## src/rtl/pipe_pkg.sv

```systemverilog
// rtl/pipe_pkg.sv - shared encodings, slot record and forwarding helper for the hazard unit
package pipe_pkg;

  localparam logic [1:0] FWD_NONE  = 2'd0;
  localparam logic [1:0] FWD_EXMEM = 2'd1;
  localparam logic [1:0] FWD_MEMWB = 2'd2;

  // Slot records carry the widest supported register address; narrower ones are zero-extended.
  localparam int MAX_REG_ADDR_W = 8;
  typedef logic [MAX_REG_ADDR_W-1:0] reg_addr_t;

  typedef enum logic [1:0] {
    RUN    = 2'd0,
    DRAIN  = 2'd1,
    HALTED = 2'd2
  } hazard_state_e;

  typedef struct packed {
    logic      valid;
    logic      we;
    logic      load;
    reg_addr_t dst;
  } slot_t;

  function automatic logic [1:0] fwd_from_slot(input logic [2:0] idx);
    case (idx)
      3'd1:    return FWD_EXMEM;
      3'd2:    return FWD_MEMWB;
      default: return FWD_NONE;
    endcase
  endfunction

endpackage

```

## src/rtl/hazard_match.sv

```systemverilog
// rtl/hazard_match.sv - compares one ID source against every tracked slot
// youngest is the 1-based slot index of the nearest hit (0 when nothing hits).
module hazard_match
  import pipe_pkg::*;
#(
  parameter int REG_ADDR_W = 4,
  parameter int DEPTH      = 3
) (
  input  slot_t [DEPTH-1:0]       slots,
  input  logic  [REG_ADDR_W-1:0]  src,
  input  logic                    src_re,
  output logic  [DEPTH-1:0]       hit,
  output logic  [2:0]             youngest,
  output logic                    youngest_load
);

  always_comb begin
    hit           = '0;
    youngest      = 3'd0;
    youngest_load = 1'b0;
    // Walk oldest to youngest so the nearest hit overwrites the rest.
    for (int k = DEPTH - 1; k >= 0; k--) begin
      hit[k] = src_re && (src != '0) && slots[k].valid && slots[k].we &&
               (slots[k].dst == reg_addr_t'(src));
      if (hit[k]) begin
        youngest      = 3'(k + 1);
        youngest_load = slots[k].load;
      end
    end
  end

endmodule

```

## src/rtl/pipe_hazard_unit.sv

```systemverilog
// rtl/pipe_hazard_unit.sv - stall/bubble/flush, forwarding selects and halt drain for the 5-stage pipe
// Optional performance counters are built when HAZ_PERF_CNT_EN is defined.
module pipe_hazard_unit
  import pipe_pkg::*;
#(
  parameter int REG_ADDR_W = 4,
  parameter int DEPTH      = 3,
  parameter int FWD        = 1,
  parameter int RF_BYPASS  = 1
`ifdef HAZ_PERF_CNT_EN
  ,
  parameter int CNT_W      = 16
`endif
) (
  input  logic                  clk,
  input  logic                  rst_n,
  input  logic                  id_valid,
  input  logic [REG_ADDR_W-1:0] id_src0_addr,
  input  logic                  id_src0_re,
  input  logic [REG_ADDR_W-1:0] id_src1_addr,
  input  logic                  id_src1_re,
  input  logic [REG_ADDR_W-1:0] id_dst_addr,
  input  logic                  id_dst_we,
  input  logic                  id_is_load,
  input  logic                  id_is_hlt,
  input  logic                  br_taken,
  output logic                  stall,
  output logic                  bubble,
  output logic                  flush,
  output logic [1:0]            fwd_sel0,
  output logic [1:0]            fwd_sel1,
  output logic                  hlt
`ifdef HAZ_PERF_CNT_EN
  ,
  output logic [CNT_W-1:0]      stall_cnt,
  output logic [CNT_W-1:0]      flush_cnt
`endif
);

  slot_t [DEPTH-1:0] slots_q, slots_d;
  hazard_state_e     state_q, state_d;
  logic [1:0]        fwd_sel0_q, fwd_sel0_d, fwd_sel1_q, fwd_sel1_d;

  logic [DEPTH-1:0]  hit0, hit1, nofwd_mask;
  logic [2:0]        yng0, yng1;
  logic              yld0, yld1;
  logic              load_use, late0, late1, raw_haz, issue, slots_empty;

  hazard_match #(.REG_ADDR_W(REG_ADDR_W), .DEPTH(DEPTH)) u_match0 (
    .slots         (slots_q),
    .src           (id_src0_addr),
    .src_re        (id_src0_re),
    .hit           (hit0),
    .youngest      (yng0),
    .youngest_load (yld0)
  );

  hazard_match #(.REG_ADDR_W(REG_ADDR_W), .DEPTH(DEPTH)) u_match1 (
    .slots         (slots_q),
    .src           (id_src1_addr),
    .src_re        (id_src1_re),
    .hit           (hit1),
    .youngest      (yng1),
    .youngest_load (yld1)
  );

  always_comb begin
    nofwd_mask  = '0;
    slots_empty = 1'b1;
    for (int k = 0; k < DEPTH; k++) begin
      nofwd_mask[k] = (k < DEPTH - RF_BYPASS);
      if (slots_q[k].valid) slots_empty = 1'b0;
    end

    // With forwarding only a load in EX, or a writer past the forwarding paths, must wait.
    load_use = ((yng0 == 3'd1) && yld0) || ((yng1 == 3'd1) && yld1);
    late0    = (yng0 >= 3'd3) && (int'(yng0) <= DEPTH - RF_BYPASS);
    late1    = (yng1 >= 3'd3) && (int'(yng1) <= DEPTH - RF_BYPASS);
    raw_haz  = id_valid && ((FWD != 0) ? (load_use || late0 || late1)
                                       : (|((hit0 | hit1) & nofwd_mask)));

    flush  = br_taken;
    stall  = 1'b0;
    bubble = 1'b0;
    hlt    = 1'b0;
    case (state_q)
      RUN: begin
        stall  = raw_haz;
        bubble = raw_haz;
      end
      DRAIN: begin
        stall  = 1'b1;
        bubble = 1'b1;
      end
      HALTED: begin
        stall = 1'b1;
        hlt   = 1'b1;
      end
      default: ;
    endcase
    if (flush) begin
      stall  = 1'b0;
      bubble = 1'b0;
    end

    issue = id_valid && !stall && !flush && (state_q == RUN);

    state_d = state_q;
    case (state_q)
      RUN:     if (issue && id_is_hlt) state_d = DRAIN;
      DRAIN: begin
        if (br_taken)         state_d = RUN;
        else if (slots_empty) state_d = HALTED;
      end
      HALTED:  state_d = HALTED;
      default: state_d = RUN;
    endcase

    slots_d = '0;
    if (issue && !id_is_hlt) begin
      slots_d[0].valid = 1'b1;
      slots_d[0].we    = id_dst_we;
      slots_d[0].load  = id_is_load;
      slots_d[0].dst   = reg_addr_t'(id_dst_addr);
    end
    for (int k = 1; k < DEPTH; k++) slots_d[k] = slots_q[k-1];
    // The branch sits in MEM; everything younger is squashed.
    if (flush) slots_d[1] = '0;

    fwd_sel0_d = FWD_NONE;
    fwd_sel1_d = FWD_NONE;
    if (issue) begin
      fwd_sel0_d = (FWD != 0) ? fwd_from_slot(yng0) : FWD_NONE;
      fwd_sel1_d = (FWD != 0) ? fwd_from_slot(yng1) : FWD_NONE;
    end else if (stall && !bubble) begin
      fwd_sel0_d = fwd_sel0_q;
      fwd_sel1_d = fwd_sel1_q;
    end
  end

  always_ff @(posedge clk or negedge rst_n) begin
    if (!rst_n) begin
      state_q    <= RUN;
      slots_q    <= '0;
      fwd_sel0_q <= FWD_NONE;
      fwd_sel1_q <= FWD_NONE;
    end else begin
      state_q    <= state_d;
      slots_q    <= slots_d;
      fwd_sel0_q <= fwd_sel0_d;
      fwd_sel1_q <= fwd_sel1_d;
    end
  end

  assign fwd_sel0 = fwd_sel0_q;
  assign fwd_sel1 = fwd_sel1_q;

`ifdef HAZ_PERF_CNT_EN
  logic [CNT_W-1:0] stall_cnt_q, stall_cnt_d, flush_cnt_q, flush_cnt_d;

  always_comb begin
    stall_cnt_d = stall_cnt_q;
    flush_cnt_d = flush_cnt_q;
    if ((state_q == RUN) && bubble && !(&stall_cnt_q)) stall_cnt_d = stall_cnt_q + CNT_W'(1);
    if ((state_q != HALTED) && flush && !(&flush_cnt_q)) flush_cnt_d = flush_cnt_q + CNT_W'(1);
  end

  always_ff @(posedge clk or negedge rst_n) begin
    if (!rst_n) begin
      stall_cnt_q <= '0;
      flush_cnt_q <= '0;
    end else begin
      stall_cnt_q <= stall_cnt_d;
      flush_cnt_q <= flush_cnt_d;
    end
  end

  assign stall_cnt = stall_cnt_q;
  assign flush_cnt = flush_cnt_q;
`endif

endmodule

```

## config.mk

```make
export PLATFORM = sky130hd
export DESIGN_NAME = pipe_hazard_unit
export DESIGN_NICKNAME = d
export VERILOG_FILES = /design/src/rtl/pipe_pkg.sv /design/src/rtl/hazard_match.sv /design/src/rtl/pipe_hazard_unit.sv
export SDC_FILE = /design/constraint.sdc
export NUM_CORES = 1
export LEC_CHECK = 0
export BUFFER_PORTS_ARGS = -buffer_cell sky130_fd_sc_hd__buf_2
export CORE_ASPECT_RATIO = 1.25
export CORE_MARGIN = 2
export CORE_UTILIZATION = 30
export DETAILED_ROUTE_END_ITERATION = 8
export PLACE_DENSITY_LB_ADDON = 0.15
export REMOVE_ABC_BUFFERS = 1
export SLEW_MARGIN = 5
export SYNTH_ARGS = -nofsm -noshare
export SYNTH_HDL_FRONTEND = slang
export SYNTH_SLANG_ARGS = --single-unit
```

## constraint.sdc

```tcl
create_clock -name clk -period 1.6 [get_ports clk]
set_input_delay 0.16 -clock clk [delete_from_list [all_inputs] [get_ports clk]]
set_output_delay 0.16 -clock clk [all_outputs]
set_load 0.1 [all_outputs]
```

* Word level (Yosys, flattened, before mapping)
Index checks and enable logic that the tools add are counted.
W data, S select, Z words.
** Operators by class
- Add/subtract/negate cells :: 0
- Reduce and logical (&&, ||, !) cells :: 43
- Order comparisons :: 4
- Multipliers :: 0
- Bitwise logic cells :: 0
- Div/mod/pow operators :: 0
- Equal/unequal tests :: 15
- Shifts and indexed selects :: 0
- Mux-type cells :: 31
** Operators with widths (number)
- $eq A8 B4 Y1 :: 6
- $logic_and A1 B1 Y1 :: 31
- $mux W2 :: 12
- $mux W11 :: 2
- $mux W1 :: 12
- $pmux W2 S2 :: 2
- $reduce_bool A4 Y1 :: 2
- $eq A3 B1 Y1 const B :: 2
- $eq A3 B2 Y1 const B :: 2
- $ge A3 B2 Y1 const B :: 2
- $le A3 B2 Y1 const B :: 2
- $pmux W2 S3 :: 1
- $logic_not A1 Y1 :: 4
- $pmux W1 S2 :: 2
- $logic_or A1 B1 Y1 :: 3
- $ne A3 B3 Y1 const B :: 1
- $eq A2 B1 Y1 const B :: 1
- $eq A2 B2 Y1 const B :: 1
- $logic_not A2 Y1 :: 1
- $ne A2 B1 Y1 const B :: 1
- $ne A2 B2 Y1 const B :: 1
- $reduce_and A2 Y1 :: 1
- $reduce_or A2 Y1 :: 1
** Storage, ports and cells
- ROM bits :: 0
- Bits in latches :: 0
- Output and inout port bits :: 8
- Bits of input ports :: 21
- Memories kept :: 0
- Logic and storage cells :: 108
- Bits in registers :: 39
- Bits in writable memories :: 0

* Logic depth before layout (Yosys ltp)
- Depth after elaboration :: 23
- Mapped depth :: 7
- Depth with buffers taken out :: 7

* Hierarchy
A second synthesis with hierarchy kept.
** Unflattened totals
- Cell total of the unflattened synthesis :: 168
- Area, all modules :: 1793.0 µm²
** Modules (own cells, without submodules)
- pipe_hazard_unit :: cells an instance 86, seq. area each 675.6 µm², times used 1, area an instance 1137.3 µm²
- hazard_match :: cells an instance 41, seq. area each 0.0 µm², times used 2, area an instance 327.8 µm²

* Worst setup path after synthesis
No wires, ideal clock.
- Path type :: register to output
- Start :: reg slots_q[1] (netlist bit)
- End :: out stall
- Required time :: 1.440 ns
- Stages on the path, launching flop included :: 6
- Buffers on the path :: 0
- Setup slack :: -0.633 ns
- Data arrival time :: 2.073 ns
- Cell sequence :: dfrtp_1 xor2_1 nor4_4 nand3_2 a21oi_2 o21a_1
** On the way
- Cells in the longest elaborated chain, start to end :: 11
- Elaborated cells between the ends (all ways) :: 24
- Classes of those cells :: order compare: 4; eq/ne: 4; mux: 6; reduce/logical: 10
** RTL lines
- start, declared :: line pipe_hazard_unit.sv:40 : slot_t [DEPTH-1:0] slots_q, slots_d;
- start signal, assigned :: line pipe_hazard_unit.sv:149 : slots_q <= slots_d;
- branches (longest 7 deep; another with $ge A3 B2 Y1)
- $logic_or A1 B1 Y1 * :: line pipe_hazard_unit.sv:79 : raw_haz = id_valid && ((FWD != 0) ? (load_use || late0 || late1)
- $logic_and A1 B1 Y1 * :: line pipe_hazard_unit.sv:79
- $pmux W1 S2 * :: line pipe_hazard_unit.sv:86 : case (state_q)
- $mux W1 * :: line pipe_hazard_unit.sv:101 : if (flush) begin
- end, declared :: line pipe_hazard_unit.sv:27 : output logic stall,
Every way passes the cells marked *.

* Worst setup path after layout
Ends and elaborated chain as after synthesis.

==> flow_summary_export.csv <==
group,metric,value,unit
finish,n_antenna_cell,0,
global_route,grt_pass1_wl,5240,um
timing,finalSetupViolations,15,
placement,postPlaceCellArea,1630,sq um
synthesis,synth_edf_count,0,
clocking,htreeDepth,1,
critical_path,cp.arrival,1.90,ns
critical_path,crit_chain,"xor2_2, nor4_4, nand3_2, a21oi_4, o21a_1, buf_12",
power_and_ir_drop,max-vdd-ir-drop,0.883,mV
outcome,violations,"setup timing",
die,dieArea,4440,sq um
clocking,cts_buffers,3,
finish,finalInstanceArea,1880,sq um
placement,gp_congestion,0.811,
global_route,grt_pass1_vias,1159,
synthesis,synth_seq_cells,20,
synthesis,ys_warn_count,0,
synthesis,synth.cells.most_frequent,"dfrtp_1, xnor2_1, nor2b_1",
timing,tightest_slew,0.486,ns
synthesis,synth_top_area_share,42.5,%
timing,clock.fmax,0.486,GHz
power_and_ir_drop,cellPowerDensity,1170,nW/um^2
clocking,cts_root_buf,"clkbuf_8",
detailed_routing,num_vias,1085,
critical_path,worst_path_max_delay_cell,"dfrtp_2",
critical_path,critPathMaxStageDelay,0.45,ns
synthesis,yosysUniqueCellTypes,37,
synthesis,post_synth.cell_area_avg,10.7,sq um
finish,drive_above_1_share,51.1,%
synthesis,syn-cell-area,1180,sq um
detailed_routing,drc_errors,0,
critical_path,worstSetupPathType,"reg2out",
global_route,grt_max_degree,21,
synthesis,synth-async-reset-ratio,100,%
finish,final_cells,232,
synthesis,synth_most_common_cell,"dfrtp_1",
synthesis,synth_area_leaders,"dfrtp_1, xnor2_1, xor2_1",
clocking,clk_path_buf_depth,2,
global_route,grt-ovfl-total,0,
timing,fin_skew,0.00357,ns
detailed_routing,detail_route.vias_per_cell,4.68,
timing,setup_slack,-0.457,ns
critical_path,required,1.44,ns
critical_path,worstSetupStartpointType,"flop",
detailed_routing,ant_nets,0,
die,num_io_pins,29,
clocking,clkSinkCount,20,
synthesis,ys_seq_area_share,42.5,%
outcome,status,"complete, but fails checks",
finish,final_nets,204,
timing,rsz0062_at_grt,"yes",
clocking,clkTransAtPathRegs,0.08,ns
finish,nFillCells,347,
timing,relSlewSlack,67.8,%
timing,timing.hold.ws,0.148,ns
timing,hold_viol,0,
synthesis,syn_inst,110,
detailed_routing,wire_per_inst,13.5,um
placement,dp_cells,217,
clocking,clk_latency,0.26,ns
die,start_util,31.1,%
die,rows,25,
detailed_routing,drtPass1Iterations,3,
placement,portBuffers,28,
timing,finalMaxSlewViolations,0,
detailed_routing,drt_iter0_drc,16,
die,die_y,74.0,um
global_route,grtUsageTotal,15.9,%
power_and_ir_drop,p_leak,0.000844,uW
critical_path,critical_path_buf_inv_count,1,
critical_path,critPathMaxFanout,3,
finish,syn_to_final_growth,59.3,%
synthesis,synthFlopType,"dfrtp_1",
detailed_routing,drt-total-wl,3130,um
global_route,antenna_found_initial,0,
die,core,3780,sq um
critical_path,critPathTopFamily,"flip-flops",
worst_hold_path,min_path_type,"in2reg",
timing,layout_worst_path_cycle_share,129,%
die,fp.dieW,60.0,um
clocking,cts_tree,"done",
run,drv_cap,0,
timing,period_minus_slack,2.06,ns
critical_path,endpoint_kind,"primary output",
placement,hpwl,2480,um
synthesis,synth_top_area_cell,"dfrtp_1",
-- area by class of cell --
type	count	area [sq um]	share of cell area, %
multi-input combinational	81	713	38.0
inverter	5	18.8	1.00
clock buffer	3	41.3	2.20
timing repair buffer	68	503	26.8
sequential	20	502	26.8
clock inverter	1	30.0	1.60
tap	54	67.6	3.60
-- where the power goes --
group,switching [uW],total (uW),internal (uW)
combinational,600,1080,485
sequential,34.8,588,553
clock,190,524,334
-- registers in the layout, indices dropped and copies added, names as in the netlist --
name / count
slots_q: 8
slots_d: 6
fwd_sel0: 2
fwd_sel1: 2
state_q: 2
-- cells by family (layout without fill, tap and decap cells) --
logic type	count (synthesis)	count (layout)	share of synthesized area [%]
simple gates	40	40	23.2
compound gates	21	21	14.9
flops	20	20	42.5
xor+xnor	16	16	11.9
buf+inv	9	77	3.29
fa+ha+maj	4	4	4.25
-- timing repair --
item / CTS / global route
hold buffers: 1 / 0
endpoints found under the setup margin: 15 / 15
setup buffers: 7 / 3
pin swaps: 10 / 6
gates resized for setup: 12 / 5
hold endpoints to repair: 20 / 0
-- cells in the final DEF (no fill, tap or decap), drive strengths merged --
| master | synthesis | final |
|---|---|---|
| bufinv | 0 | 1 |
| a22oi | 2 | 2 |
| nand2 | 6 | 6 |
| o21ai | 1 | 1 |
| nor4 | 4 | 4 |
| a41oi | 1 | 1 |
| nor2b | 7 | 7 |
| inv | 5 | 5 |
| nand4 | 2 | 2 |
| nor4b | 1 | 1 |
| a21oi | 6 | 6 |
| dlygate4sd3 | 0 | 1 |
| nand3 | 6 | 6 |
| ha | 4 | 4 |
| o31a | 1 | 1 |
| o41ai | 2 | 2 |
| nor2 | 3 | 3 |
| a21boi | 1 | 1 |
| o21ba | 1 | 1 |
| a31oi | 1 | 1 |
| o21a | 1 | 1 |
| xor2 | 6 | 6 |
| a211o | 1 | 1 |
| buf | 1 | 67 |
| a2bb2oi | 1 | 1 |
| dfrtp | 20 | 20 |
| nor3b | 6 | 6 |
| or2 | 1 | 1 |
| or3 | 2 | 2 |
| xnor2 | 10 | 10 |
| clkbuf | 3 | 3 |
| nand2b | 1 | 1 |
| a211oi | 1 | 1 |
| o22ai | 1 | 1 |
| and3b | 1 | 1 |
-- per-stage QoR --
step           TNS (ns)  worst slack [ns]  util, %  total power [uW]
2_1_floorplan     -1.11            -0.633        -              1140
3_3_place_gp      -1.96            -0.167     43.0              1630
3_5_place_dp      -2.54            -0.229     43.0              1650
4_1_cts           -3.88            -0.479     48.3              2200
5_1_grt           -6.10            -0.547     49.6              2300
6_report          -4.54            -0.457     49.6              2200
-- path summary, 6_finish.rpt --
kind / cells past startpoint / end / from / slack (ns)
hold / removal: 2 / slots_q[0] / id_dst_addr[0] / 0.15
setup reg to reg: 8 / slots_q[10] / slots_q[1] / -0.31
hold reg to reg: 0 / slots_q[32] / slots_d[32] / 0.42
min in group asynchronous: 2 / fwd_sel1[0] / rst_n / 0.38
setup / recovery: 6 / stall / slots_q[1] / -0.46
max in group asynchronous: 2 / slots_q[1] / rst_n / 0.87
-- per-layer routing --
metal  wire length (um)  GRT usage, %
met5                  0             0
met1               1290          19.5
met2               1600          27.1
met4                125          7.90
met3                115          2.26
Power figures use the tool's default switching activity.
